===== src/rtl/tff_count_sequencer.sv =====
// Sequences a bank of WIDTH T flip-flops as a programmable up/down counter
// with a start/pause/done FSM; optional auto-reload via TFF_SEQ_AUTORELOAD_EN.
module tff_count_sequencer #(
   parameter int WIDTH = 4
) (
   input  logic             clkin,
   input  logic             rstnin,
   input  logic             startin,
   input  logic             stopin,
   input  logic             loadin,
   input  logic             dirin,
   input  logic [WIDTH-1:0] loadvalin,
   input  logic [WIDTH-1:0] limitin,
   output logic [WIDTH-1:0] countout,
   output logic [WIDTH-1:0] tout,
   output logic [1:0]       stateout,
   output logic             busyout,
   output logic             doneout
);

   localparam logic [1:0] ST_IDLE  = 2'b00;
   localparam logic [1:0] ST_RUN   = 2'b01;
   localparam logic [1:0] ST_PAUSE = 2'b10;
   localparam logic [1:0] ST_DONE  = 2'b11;

   logic [1:0]       state_q;
   logic [1:0]       state_d;
   logic [WIDTH-1:0] count_d;
   logic [WIDTH-1:0] step_t;
   logic             chain;
   logic             at_limit;
   logic             stepping;

   assign at_limit = (countout == limitin);

   // Bit i toggles when every lower bit is 1 (up) or 0 (down): a ripple AND chain.
   always_comb begin
      step_t = '0;
      chain  = 1'b1;
      for (int i = 0; i < WIDTH; i++) begin
         step_t[i] = chain;
         chain     = chain & (dirin ? countout[i] : ~countout[i]);
      end
   end

   // A pause request or terminal count in RUN must hold the bank, so no toggles then.
   assign stepping = rstnin && (state_q == ST_RUN) && !stopin && !at_limit;
   assign tout     = stepping ? step_t : '0;

   always_comb begin
      state_d = state_q;
      count_d = countout ^ tout;
      case (state_q)
         ST_IDLE: begin
            if (loadin) count_d = loadvalin;
            if (startin && !stopin) state_d = ST_RUN;
         end
         ST_RUN: begin
            if (stopin)        state_d = ST_PAUSE;
            else if (at_limit) state_d = ST_DONE;
         end
         ST_PAUSE: begin
            if (stopin)       state_d = ST_IDLE;
            else if (loadin)  count_d = loadvalin;
            else if (startin) state_d = ST_RUN;
         end
         default: begin
`ifdef TFF_SEQ_AUTORELOAD_EN
            count_d = loadvalin;
            state_d = stopin ? ST_PAUSE : ST_RUN;
`else
            state_d = ST_IDLE;
`endif
         end
      endcase
   end

   always_ff @(posedge clkin) begin
      if (!rstnin) begin
         state_q  <= ST_IDLE;
         countout <= '0;
      end else begin
         state_q  <= state_d;
         countout <= count_d;
      end
   end

   assign stateout = state_q;
   assign busyout  = (state_q == ST_RUN) || (state_q == ST_PAUSE);
   assign doneout  = (state_q == ST_DONE);

endmodule


===== config.mk =====
export PLATFORM = sky130hd
export DESIGN_NAME = tff_count_sequencer
export DESIGN_NICKNAME = d
export VERILOG_FILES = /design/src/rtl/tff_count_sequencer.sv
export SDC_FILE = /design/constraint.sdc
export NUM_CORES = 1
export LEC_CHECK = 0
export ABC_AREA = 1
export BUFFER_PORTS_ARGS = -buffer_cell sky130_fd_sc_hd__buf_2
export CAP_MARGIN = 5
export CORE_AREA = 2 2 39 41
export CTS_CLUSTER_DIAMETER = 120
export CTS_CLUSTER_SIZE = 20
export DETAILED_ROUTE_END_ITERATION = 6
export DIE_AREA = 0 0 41 43
export GPL_ROUTABILITY_DRIVEN = 0
export HOLD_SLACK_MARGIN = 0.08
export PLACE_DENSITY = 0.76
export SYNTH_ARGS = -nofsm -noshare
export SYNTH_HDL_FRONTEND = slang
export SYNTH_SLANG_ARGS = --single-unit

===== constraint.sdc =====
create_clock -name clkin -period 1.6 [get_ports clkin]
set_clock_uncertainty 0.05 [all_clocks]
set_input_delay 0.32 -clock clkin [delete_from_list [all_inputs] [get_ports clkin]]
set_output_delay 0.32 -clock clkin [all_outputs]
set_load 0.02 [all_outputs]

# == Word-level counts from Yosys, hierarchy flattened ==
# Cells that the tools add are included.
# totals
ff_bits,6
inputBits,14
output_inout_bits,12
word_cells,39
# classes
eq_ne,8
muxes,14
bitwise_logic,6
reduce_logical,9
# ops
operator,n
$mux 2,6
$mux 4,3
$ne 3x3->1 const B,3
$pmux 4 s2,1
$pmux 2 s3,1
$eq 2x2->1 const B,2
$eq 4x4->1,1
$logic_and 1x1->1,4
$reduce_and 4->1,1
$xor 4x4->4,1
$mux 1,3
$not 1->1,3
$and 1x1->1,2
$eq 2x1->1 const B,1
$logic_not 1->1,2
$logic_not 2->1,1
$ne 2x2->1 const B,1
$logic_or 1x1->1,1

# == Logic depth before layout (Yosys ltp) ==
# Gate-level depths: netlist of run 1.
# logic_depth
word_depth,9
mapped_depth,9
depth_no_buf,9

# == Least setup slack after synthesis of run 1 ==
# OpenSTA, ideal clock, no wires.
# synth_path
path_type,register to output
from,reg state_q[0] (netlist: stateout[0])
to,out tout[1]
t_arrival_ns,1.237
t_required_ns,1.230
slack_ns,-0.007
stages_incl_launch_ff,6
path_buffers,0
cell_sequence,dfxtp_1 ha_1 nand2_1 nor2_2 nand3_1 inv_1
# synth_between
elab_chain_cells,5
# synth_lines
element,line_no,source
from (decl),26,logic [1:0] state_q;
from (signal assigned),83,state_q <= state_d;
$eq 2x1->1,47,assign stepping = rstnin && (state_q == ST_RUN) && !stopin && !at_limit;
$logic_and 1x1->1 (3 in series),47,
$mux 4,48,assign tout = stepping ? step_t : '0;
to (decl),15,"output logic [WIDTH-1:0] tout,"
# No other way between the ends.

# == Worst setup path after layout of run 1 ==
# layout_path
from,reg state_q[1] (netlist: stateout[1])
to,out tout[3]
# The elaborated chain is that of the path after synthesis.

==> impl_metrics.yaml, run 1 <==
critical_path:
  crit_path_start_kind: "register"
  worst_r2r_endpoint: "countout[0]$_SDFF_PN0_"
  rr_worst_depth: 8
  endpoint_kind: "output pin"
  worst-r2r-setup-slack_ns: 0.11
  crit_arrival_ns: 1.29
  critical_path_class: "reg -> out"
  timing.critical_path.fanout_max: 6
  cp.required_ns: 1.23
  launching_point_of_the_worst_reg2reg_path: "stateout[0]$_SDFFE_PN0P_"
floorplanning:
  boundaryPins: 26
  floorplan.core_area_sq_um: 1380
  height_of_the_chip_um: 43
  rows: 14
  die-width_um: 41
  floorplan.initialDensity_pct: 42.1
  die_area_sq_um: 1760
sta:
  final_count_of_hold_timing_violations: 0
  final.period_utilization_pct: 104
  fin_worst_hold_slack_ns: 0.268
  post-route-min-period_ns: 1.66
  setup-tns-final_ns: -0.194
  worst_slew_pin_slew_ns: 0.247
  fin_ws_ns: -0.0609
  maxClockFrequency_ghz: 0.602
  timing_max_transition_violations_final: 0
  setup_repair_after_global_routing_missed_its_margin: "yes"
  timing.slew.headroom_pct: 83.4
  setup_viol_count_final: 4
power:
  vdd_drop_max_uv: 986
  powerDensity_nw_per_um2: 1380
  leakage_nw: 0.537
yosys:
  synth_top_cell_by_area: "sky130_fd_sc_hd__dfxtp_1"
  post_synth_inst_count: 97
  synth.avg_cell_area_sq_um: 6.01
  seq_area_frac_synth_pct: 20.6
  synth-edff-count: 0
  asyncSetResetFlopFracSynth_pct: 0
  synth_top_flop_cell: "sky130_fd_sc_hd__dfxtp_1"
  yosys-top-cells-area: "sky130_fd_sc_hd__dfxtp_1, sky130_fd_sc_hd__nand2_1, sky130_fd_sc_hd__inv_1, sky130_fd_sc_hd__ha_1, sky130_fd_sc_hd__nand3_1"
  synth-warning-count: 0
  netlist.area_leader.share_pct: 20.6
  post_synth_most_frequent_cells: "sky130_fd_sc_hd__nand2_1, sky130_fd_sc_hd__inv_1, sky130_fd_sc_hd__nand3_1, sky130_fd_sc_hd__a21oi_1, sky130_fd_sc_hd__dfxtp_1"
  postSynthRegisterBits: 6
  yosys.cell_types.count: 19
  yosysMostFrequentCell: "sky130_fd_sc_hd__nand2_1"
  mappedNetlistArea_sq_um: 583
  synthesis.nets: 116
routing:
  routed-via-count: 742
  postRouteWirelength_mm: 1.62
  final_routed_drc_violation_total: 0
  route.antenna.remaining_nets: 0
  routed_vias_inst: 4.88
  average_wire_per_cell_in_the_routed_design_um: 10.6
  detail_route.first_pass.iterations: 4
  drt-initial-drc-count: 7
cells_and_area:
  area_growth_pct: 62.9
  antennaDiodeCount: 0
  finalNetCount: 157
  final_layout_size_suffix_gt1_share_pct: 56.6
  final_core_util_pct: 68.6
cts:
  cts_inserted_buffers: 3
  clk_pin_slew_ns: 0.05
  tritoncts: "yes"
  ctsHtreeMaxLevel: 1
  cts.path.max_buffers: 2
  worstSkewPairLatency_ns: 0.24
  cts_hold_repair.buffers: 0
  total_number_of_clock_tree_sinks: 6
  clk_root_buffer_cell: "sky130_fd_sc_hd__clkbuf_4"
placement:
  numPortBuffers: 25
  dp_hpwl_mm: 1.10
worst_hold_path:
  hold-path-endpoint: "countout[2]$_SDFF_PN0_"
  timing.hold.worst.class: "in -> reg"
  hold_path_startpoint: "loadvalin[2]"
  min_path_cells: 3
flow_run:
  total_of_max_cap_violations: 0
global_routing:
  initial_antenna_violation_count: 0
  number_of_global_route_vias_before_repair: 671
  global_route_wire_length_before_repair_mm: 2.39
  grt_remaining_overflow: 0
  grt_start_max_net_pins: 8
  global_route.usage.total_pct: 19.7
run_status:
  status: "complete, but fails checks"
  failed_checks: "setup timing"
critical path: stages, from the launching register on:
cell and delay (ns):
sky130_fd_sc_hd__dfxtp_2 0.32, sky130_fd_sc_hd__inv_2 0.07, sky130_fd_sc_hd__ha_4 0.13, sky130_fd_sc_hd__nand2_4 0.05, sky130_fd_sc_hd__nor2_4 0.18, sky130_fd_sc_hd__nand3_2 0.11, sky130_fd_sc_hd__inv_2 0.07, sky130_fd_sc_hd__buf_6 0.11
cell type report:
cell class	instances	area, sq um
tap	16	20.0
timing repair buffer	37	246
clock buffer	3	22.5
fill	139	434
sequential	6	130
inverter	21	78.8
multi-input combinational	69	452
stage by stage:
step / setup WS, ns / std cells / cell area [sq um] / power (mW)
final: -0.0609 / 152 / 950 / 1.31
after global routing: -0.146 / 152 / 950 / 1.40
after CTS: -0.0488 / 150 / 901 / 1.18
after detailed placement: 0.0376 / 141 / 752 / 0.918
after global placement: 0.0614 / 141 / 752 / 0.904
after floorplan: 0.0129 / 97 / 584 / 0.712
how the worst max path moves through the flow:
stage	start	endpoint	slack, ns	cells past startpoint
2_1_floorplan	stateout[1]$_SDFFE_PN0P_	tout[1]	0.01	6
5_1_grt	stateout[1]$_SDFFE_PN0P_	tout[3]	-0.15	7
3_3_place_gp	stateout[0]$_SDFFE_PN0P_	tout[3]	0.06	6
6_report	stateout[1]$_SDFFE_PN0P_	tout[3]	-0.06	7
3_5_place_dp	stateout[1]$_SDFFE_PN0P_	tout[3]	0.04	7
4_1_cts	stateout[1]$_SDFFE_PN0P_	tout[3]	-0.05	7
kinds of logic (layout without fill, tap and decap cells):
family / Yosys count / after routing / share of synthesized area [%]
xor gates and xnor gates: 1 / 1 / 1.50
buffers and inverters: 22 / 61 / 14.8
and+or+nand+nor: 50 / 50 / 40.6
DFF: 6 / 6 / 20.6
AOI/OAI and AO/OA: 13 / 13 / 11.8
adders and majority gates: 5 / 5 / 10.7
routing by layer:
| metal | track usage (%) | wire, um | up-vias |
|---|---|---|---|
| met2 | 38.8 | 963 | 25 |
| met4 | 10.0 | 6 | 0 |
| met1 | 15.6 | 552 | 331 |
| met3 | 4.71 | 91 | 2 |
| met5 | 0 | 0 | - |
| li1 | - | - | 384 |
registers in the layout, summed over array words and instances, names as in the netlist:
name and cells:
countout 4, stateout 2
report_power, final:
group          total, mW  leakage [nW]  switching, mW  internal (mW)
registers          0.266        0.0519         0.0554          0.210
logic              0.903         0.471          0.508          0.395
clock network      0.138        0.0138         0.0535         0.0848
placed cells by master, fill, tap and decap left out, types with 5 or more instances in the layout:
cell and instances:
sky130_fd_sc_hd__a21oi_1 6, sky130_fd_sc_hd__nand2_2 8, sky130_fd_sc_hd__buf_4 12, sky130_fd_sc_hd__buf_6 5, sky130_fd_sc_hd__dfxtp_2 5, sky130_fd_sc_hd__buf_2 20, sky130_fd_sc_hd__inv_1 10, sky130_fd_sc_hd__nand2_1 23
sky130_fd_sc_hd__nand3_1 6, sky130_fd_sc_hd__inv_2 11
what timing repair did:
action,in CTS,in global routing
pin swaps,8,4
gates resized for setup,31,11
setup endpoints to repair,4,10
buffers inserted,6,3
hold endpoints to repair,0,0
Power figures use the tool's default switching activity.
==> run 2: changes to the inputs <==
--- a/config.mk
+++ b/config.mk
@@ -15,7 +15,7 @@
 export DIE_AREA = 0 0 41 43
 export GPL_ROUTABILITY_DRIVEN = 0
 export HOLD_SLACK_MARGIN = 0.08
-export PLACE_DENSITY = 0.76
+export PLACE_DENSITY = 0.83
 export SYNTH_ARGS = -nofsm -noshare
 export SYNTH_HDL_FRONTEND = slang
 export SYNTH_SLANG_ARGS = --single-unit
==> impl_metrics.yaml, run 2 (synthesis gave the netlist of run 1 again) <==
run_status:
  status: "complete, but fails checks"
  failed_checks: "setup timing"
floorplanning:
  die_area_sq_um: 1760
  die-width_um: 41
  rows: 14
  height_of_the_chip_um: 43
  floorplan.core_area_sq_um: 1380
  floorplan.initialDensity_pct: 42.1
  boundaryPins: 26
critical_path:
  critPathTopFamily: "buffers and inverters"
  launching_point_of_the_worst_reg2reg_path: "countout[1]$_SDFF_PN0_"
  critical_path.n_buffers_inverters: 4
  crit_arrival_ns: 1.29
  crit_path_max_incr_delay_ns: 0.33
  critPathMostFrequentCell: "sky130_fd_sc_hd__buf_4"
  cp.required_ns: 1.23
  endpoint_kind: "output pin"
  rr_worst_depth: 11
  crit_path_start_kind: "register"
  critical_path_class: "reg -> out"
  timing.critical_path.fanout_max: 3
  worst-r2r-setup-slack_ns: 0.07
  worst_r2r_endpoint: "stateout[1]$_SDFFE_PN0P_"
  critical_path.cell_chain: "inv_2 > buf_4 > buf_4 > ha_1 > buf_2"
  crit_path_top_delay_cell: "sky130_fd_sc_hd__dfxtp_2"
cells_and_area:
  fillers: 122
  regMostFlops: "countout"
  area_growth_pct: 61.2
  layout_commonest_cell: "sky130_fd_sc_hd__nand2_1"
  largest_reg_flops: 4
  multiInputGateArea_sq_um: 450
  antennaDiodeCount: 0
  fin_area_sq_um: 940
  final_layout_size_suffix_gt1_share_pct: 54.8
  final_cells: 151
  finalNetCount: 156
  sequential_cell_area_in_the_final_layout_sq_um: 135
  layout_common_cells: "sky130_fd_sc_hd__nand2_1, sky130_fd_sc_hd__buf_2, sky130_fd_sc_hd__inv_1"
routing:
  highest_layer: "met4"
  postRouteWirelength_mm: 1.60
  drt-initial-drc-count: 17
  detailroute.wirelength.met3_um: 109
  routed_wl_met2_um: 845
  routed-via-count: 729
  route.antenna.remaining_nets: 0
  met1Wirelength_um: 600
  average_wire_per_cell_in_the_routed_design_um: 10.6
  routed_vias_inst: 4.83
  detail_route.first_pass.iterations: 4
  final_routed_drc_violation_total: 0
flow_run:
  total_of_max_cap_violations: 0
placement:
  dp_slack_ns: -0.00131
  numPortBuffers: 25
  dp_hpwl_mm: 1.06
  dp.cells: 141
  placed_area_sq_um: 752
global_routing:
  grt_start_max_net_pins: 8
  initial_antenna_violation_count: 0
  global_route_wire_length_before_repair_mm: 2.50
  global_route.usage.total_pct: 21.1
  number_of_global_route_vias_before_repair: 657
  grt_remaining_overflow: 0
power:
  powerDensity_nw_per_um2: 1370
  leakage_nw: 0.533
  finalPower_mw: 1.29
  vdd_drop_max_uv: 976
sta:
  worst_slew_pin_slew_ns: 0.259
  post-route-min-period_ns: 1.66
  setup_viol_count_final: 5
  timing_max_transition_violations_final: 0
  fin_ws_ns: -0.0645
  final.period_utilization_pct: 104
  maxClockFrequency_ghz: 0.601
  final_count_of_hold_timing_violations: 0
  timing.slew.headroom_pct: 82.6
  setup_repair_after_global_routing_missed_its_margin: "yes"
cts:
  ctsHtreeMaxLevel: 1
  clk_pin_slew_ns: 0.04
  total_number_of_clock_tree_sinks: 6
  tritoncts: "yes"
  cts.path.max_buffers: 2
  cts_hold_repair.buffers: 0
  clk_root_buffer_cell: "sky130_fd_sc_hd__clkbuf_4"
  cts_inserted_buffers: 3
  worstSkewPairLatency_ns: 0.25
worst_hold_path:
  timing.hold.worst.class: "in -> reg"
  hold-path-endpoint: "countout[3]$_SDFF_PN0_"
  hold_path_startpoint: "loadvalin[3]"
  min_path_cells: 3
## run 2: report_power, final
group          internal (mW)  switching (mW)
clock network         0.0852          0.0606
logic                  0.361           0.507
registers              0.215          0.0601
## run 2: what timing repair did
| item | 4_1_cts | 5_1_grt |
|---|---|---|
| cloned | 0 | 0 |
| buffers inserted | 6 | 1 |
| resized for setup | 31 | 9 |
| setup endpoints to repair | 5 | 8 |
| pin swaps | 10 | 8 |
## run 2: worst max path at each step
stage / start / to / slack, ns / depth (start not counted)
after CTS: stateout[1]$_SDFFE_PN0P_ / tout[3] / -0.06 / 7
after detailed placement: stateout[1]$_SDFFE_PN0P_ / tout[3] / -0.001 / 7
after global routing: stateout[1]$_SDFFE_PN0P_ / tout[2] / -0.11 / 7
after floorplan: stateout[1]$_SDFFE_PN0P_ / tout[1] / 0.01 / 6
after global placement: stateout[1]$_SDFFE_PN0P_ / tout[1] / 0.06 / 7
final: stateout[1]$_SDFFE_PN0P_ / busyout / -0.06 / 5
## run 2: stage by stage
stage	TNS [ns]	hold slack (ns)	utilization, %
floorplan	0	0.404	-
global placement	0	0.484	54.3
global route	-0.474	0.279	67.9
CTS	-0.209	0.263	65.4
detailed placement	-0.00131	0.490	54.3
finish	-0.258	0.265	67.9
## run 2: cell type report
cell class | count | area share [%]
Inverter | 21 | 8.39
Tap cell | 16 | 2.13
Sequential cell | 6 | 14.4
Clock buffer | 3 | 2.40
Multi-Input combinational cell | 69 | 47.9
Timing Repair Buffer | 36 | 24.8
## run 2: worst register-to-register path, delay by kind of cell (launching register included)
family	cells	cell delay [ns]
AO/OA/AOI/OAI	2	0.19
buffers and inverters	3	0.34
flip-flops	1	0.36
AND/OR/NAND/NOR	6	0.49
## run 2: routing by layer
layer / vias up / global-route usage [%]
li1: 377 / -
met1: 319 / 20.0
met2: 29 / 38.4
met3: 4 / 3.66
met4: 0 / 12.0
met5: - / 0
